**src/rtl/instr_fetch.sv**
```systemverilog
// instr_fetch: program counter and ROM fetch unit, hands instructions to execute over valid/ready
module instr_fetch #(
    parameter int                ADDR_W     = 8,
    parameter int                DATA_W     = 8,
    parameter logic [ADDR_W-1:0] RESET_PC   = '0,
    parameter logic [DATA_W-1:0] HALT_INSTR = 8'hFF
) (
    input  logic              clk,
    input  logic              rst_n,
    input  logic              run,
    output logic [ADDR_W-1:0] rom_addr,
    output logic              rom_read,
    output logic              rom_ena,
    input  logic [DATA_W-1:0] rom_data,
    output logic [DATA_W-1:0] instr,
    output logic [3:0]        opcode,
    output logic [3:0]        operand,
    output logic              instr_valid,
    input  logic              instr_ready,
    input  logic              jmp_en,
    input  logic [ADDR_W-1:0] jmp_addr,
    output logic [ADDR_W-1:0] pc,
    output logic              halted
);
    typedef enum logic [1:0] {IDLE, FETCH, HOLD, HALT} state_t;
    state_t state, state_d;
    logic hs;
    assign hs = instr_valid && instr_ready;
    assign rom_addr = pc;
    assign rom_read = state == FETCH;
    assign rom_ena = state == FETCH;
    assign halted = state == HALT;
    assign opcode = instr[DATA_W-1 -: 4];
    assign operand = instr[3:0];
    always_comb begin
        state_d = state == IDLE  ? (run ? FETCH : IDLE) :
                  state == FETCH ? HOLD :
                  state == HOLD  ? (!hs ? HOLD : instr == HALT_INSTR ? HALT : run ? FETCH : IDLE) :
                  HALT;
    end
    always_ff @(posedge clk) begin
        if (!rst_n) begin
            state <= IDLE;
            pc <= RESET_PC;
            instr <= '0;
            instr_valid <= 1'b0;
        end else begin
            state <= state_d;
            if (state == FETCH) begin
                instr <= rom_data;
                pc <= pc + ADDR_W'(1);
                instr_valid <= 1'b1;
            end else if (state == HOLD && hs) begin
                instr_valid <= 1'b0;
                if (instr != HALT_INSTR && jmp_en)
                    pc <= jmp_addr;
            end
        end
    end
endmodule

```
**config.mk**
```make
export PLATFORM = sky130hd
export DESIGN_NAME = instr_fetch
export DESIGN_NICKNAME = d
export VERILOG_FILES = /design/src/rtl/instr_fetch.sv
export SDC_FILE = /design/constraint.sdc
export NUM_CORES = 1
export LEC_CHECK = 0
export CAP_MARGIN = 15
export CELL_PAD_IN_SITES_DETAIL_PLACEMENT = 1
export CELL_PAD_IN_SITES_GLOBAL_PLACEMENT = 1
export CORE_AREA = 4 4 71 73
export DETAILED_ROUTE_END_ITERATION = 8
export DIE_AREA = 0 0 75 77
export PLACE_DENSITY = 0.72
export SETUP_SLACK_MARGIN = 0.5
export SLEW_MARGIN = 20
export SYNTH_ARGS = -nofsm -noshare
export SYNTH_HDL_FRONTEND = slang
export SYNTH_SLANG_ARGS = --single-unit
```
**constraint.sdc**
```tcl
create_clock -name clk -period 1.3 [get_ports clk]
set_input_delay 0.13 -clock clk [delete_from_list [all_inputs] [get_ports clk]]
set_output_delay 0.13 -clock clk [all_outputs]
set_load 0.01 [all_outputs]
```
# == Yosys cells after proc, flatten, opt, wreduce, memory -nomap -nowiden ==
# Index checks and enable logic that the tools add are counted.
# totals
input_bits,21
out_inout_bits,36
mem_bits_ro,0
memories,0
elab_cells,28
latchBits,0
ramBits,0
ff_bits,19
# classes
n_div,0
mux,11
reduce_logical,7
n_eq_ne,5
mul,0
magnitude_cmp,0
bitwise,0
n_addsub,1
shift,0
# op_table
op,n
$mux 8,3
$mux 2,5
$add 8x1->8 const B,1
$eq 8x8->1 const B,1
$ne 8x8->1 const B,1
$eq 2x2->1 const B,2
$reduce_bool 2->1,2
$logic_and 1x1->1,3
$mux 1,3
$eq 2x1->1 const B,1
$logic_not 2->1,1
$reduce_and 2->1,1

# == Logic depth before layout (Yosys ltp) ==
# logic_depth
word_depth,6
mapped_depth,5
mapped_depth_nobuf,5

# == Least setup slack after synthesis ==
# OpenSTA, ideal clock, no wires.
# synth_timing
path_type,register to register
startpoint,register instr[6]
endpoint,register pc[0]
arrival_time_ns,1.232
n_path_buf,0
setup_time_ns,0.134
path_slack_ns,-0.066
period_less_slack_ns,1.366
required_time_ns,1.166
path_stages_with_launch,5
cell_sequence,dfxtp_1 nand4_2 o2111a_4 a211oi_2 a211oi_2
# synth_via
elab_chain_len,4
# synth_lines
element,line_no,rtl
from (decl),15,"output logic [DATA_W-1:0] instr,"
from (signal assigned),50,instr <= rom_data;
$ne 8x8->1,55,if (instr != HALT_INSTR && jmp_en)
$logic_and 1x1->1,55,
$reduce_bool 2->1 (no source line),-,
$reduce_and 2->1 (no source line),-,
to (signal assigned),51,pc <= pc + ADDR_W'(1);
to (signal assigned),56,pc <= jmp_addr;
to (decl),22,"output logic [ADDR_W-1:0] pc,"
# Every way passes these cells.
# A chain may end at the register's enable or synchronous reset.

# == Worst setup path after layout ==
# Same ends and word-level chain as after synthesis.

==> results.ini <==
[power]
seq_power_share_pct=38.9
powerDensity_nw_per_um2=669.2
fin_total_pwr_mw=1.624
intPower_mw=1.135
pwr-share-clk_pct=26.6
pwr-share-comb_pct=34.5
switchingPower_mw=0.4892
swShare_pct=30.11
vdd_drop_max_v=0.0003410
p_leak_nw=1.006

[global_route]
met2_usage_pct=26.92
grt_util_met3_pct=2.614
grt_max_degree=16
antenna_found_initial=0
grt_pass1_wl_mm=6.706
grt_usage_pct=15.07
grt_pass1_vias=1322
top_usage_layer=met2
overflow=0
use_met1_pct=17.59

[synthesis]
synth_edf_count=0
synth_cells=118
syn_nets=140
syn_area_per_cell_um2=8.727
synthArstFlopShare_pct=0
yosys.area.top_type=dfxtp_1
synth.distinct_cells=33
synth_top_area_share_pct=36.94
synth_warnings=0
synth_area_um2=1030
ys_seq_area_share_pct=36.94
ys_ff_latch=19
yosys_most_used_dff=dfxtp_1
synth_area_leaders=dfxtp_1, buf_4, a21oi_1, nand2_1, a211oi_2

[min_path]
min_path_cells=2
worstHoldEndpoint=instr_valid
worstHoldStart=instr_ready
hold_path_class=input port to flip-flop

[floorplanning]
die_area_um2=5775
rows=24
start_util_pct=23.65
die_x_um=75
io_pins=57
die_h_um=77
fp.coreArea_um2=4354

[finish]
drive_above_1_share_pct=74.04
fill_cells=453
nNetsFinal=231
final_core_util_pct=55.75
n_antenna_cell=0
final_cell_mix=buf_6, clkdlybuf4s50_1, dfxtp_4
mostFrequentLayoutCell=buf_6
area_delta_synth_final_pct=135.7
fin_area_um2=2427

[drt]
viasPerCell=4.823
first_pass_iters=4
vias=1254
drcViolationCount=0
wire_per_inst_um=19.17
postRouteAntennaNets=0
drt_iter0_drc=5
routed_wl_mm=4.985

[place]
hpwl_mm=2.516
place_area_um2=1637
port_buffers=56
post-place-ws_ns=-0.2003
place_congestion=0.7848

[timing]
worst_slack_ns=-0.01446
tightest_slew_ns=0.3042
drv_slew=0
fin_skew_ns=0.007467
min_period_ns=1.314
rsz0062_at_grt=yes
fmax_mhz=760.8
setup-tns-final_ns=-0.01446
slew-limit-headroom_pct=79.72
finalSetupViolCount=1
post-route-period-util_pct=101.1
final_hold_viol_count=0

[outcome]
status=finished with violations
violations=negative setup slack

[worst_setup_path]
r2r_slack_ns=-0.01
start_kind=flip-flop
r2r_start=instr[6]
cp-end-kind=flip-flop
reg2reg_to=pc[0]
path_class=flip-flop to flip-flop
cp.arrival_ns=1.46
r2r_cells=4
required_ns=1.45
worstPathMaxFanout=6

[clock_tree]
cts_root_buffer=clkbuf_8
cts_buffer_depth=2
cts-hold-fix-buffers=0
cts_tree=yes
cts_buffers=3
clkTransAtPathRegs_ns=0.08
htreeDepth=1
clk_latency_ns=0.26
cts_sinks=19

[job]
max_cap_viol_count=0

-- registers in the layout (all words and copies together) (netlist names) --
signal	cells
instr	8
pc	8
state	2
instr_valid	1
-- logic make-up (layout without fill, tap and decap cells) --
| family | count (synthesis) | count (layout) | share of synthesized area (%) |
|---|---|---|---|
| AO/OA/AOI/OAI | 37 | 38 | 26.73 |
| AND/OR/NAND/NOR | 37 | 37 | 19.32 |
| buffers and inverters | 24 | 113 | 15.80 |
| flip-flops | 19 | 19 | 36.94 |
| adder cells (fa/ha/maj) | 1 | 1 | 1.215 |
-- worst max-delay path: stages, from the launching register on --
cell	delay [ns]
dfxtp_4	0.37
nand4_4	0.17
o2111a_4	0.40
a211oi_2	0.21
a211oi_2	0.05
-- synth_stat cells, types with 2 or more instances --
master    count
dfxtp_1      19
nand2_1      19
a21oi_1      18
buf_4        18
nor2_1        5
a211oi_2      3
o21ai_0       3
buf_2         2
inv_1         2
nand3_1       2
nand4_2       2
nor4_1        2
o211ai_1      2
o311ai_1      2
-- power groups by stage --
stage          clock network, mW  logic [mW]  registers, mW
3_3_place_gp                   0       0.306          0.662
2_1_floorplan                  0       0.138          0.668
4_1_cts                    0.419       0.434          0.634
6_report                   0.432       0.560          0.632
5_1_grt                    0.466       0.597          0.638
3_5_place_dp                   0       0.309          0.665
-- routing by layer --
metal | vias up | wire length (um)
met5 | - | 0
met4 | 0 | 85
met3 | 8 | 278
met2 | 53 | 2748
met1 | 597 | 1872
li1 | 596 | -
-- repair_timing --
action | CTS | global route
buffers inserted | 29 | 14
pin swaps | 9 | 12
cloned | 1 | 0
gates resized for setup | 202 | 74
endpoints found under the setup margin | 55 | 55
-- worst max-delay path by stage --
stage	to	from
finish	pc[0]	instr[6]
global route	pc[6]	state[1]
CTS	pc[0]	instr[7]
detailed placement	pc[4]	instr_ready
global placement	pc[4]	instr_ready
floorplan	pc[0]	instr[0]
-- final cells by class --
type | instances | area [um2] | area share (%)
Clock buffer | 3 | 41.29 | 1.701
Clock inverter | 1 | 5.005 | 0.2062
Inverter | 3 | 20.02 | 0.8247
Multi-Input combinational cell | 76 | 711.9 | 29.33
Sequential cell | 19 | 446.7 | 18.40
Tap cell | 52 | 65.06 | 2.680
Timing Repair Buffer | 106 | 1137 | 46.86
-- stage by stage --
stage	hold slack (ns)	cells
floorplan	0.2401	118
CTS	0.2251	246
finish	0.2540	260
detailed placement	0.4851	212
global placement	0.4746	212
global route	0.2656	260
No activity file was read; power rests on OpenSTA's default activity.
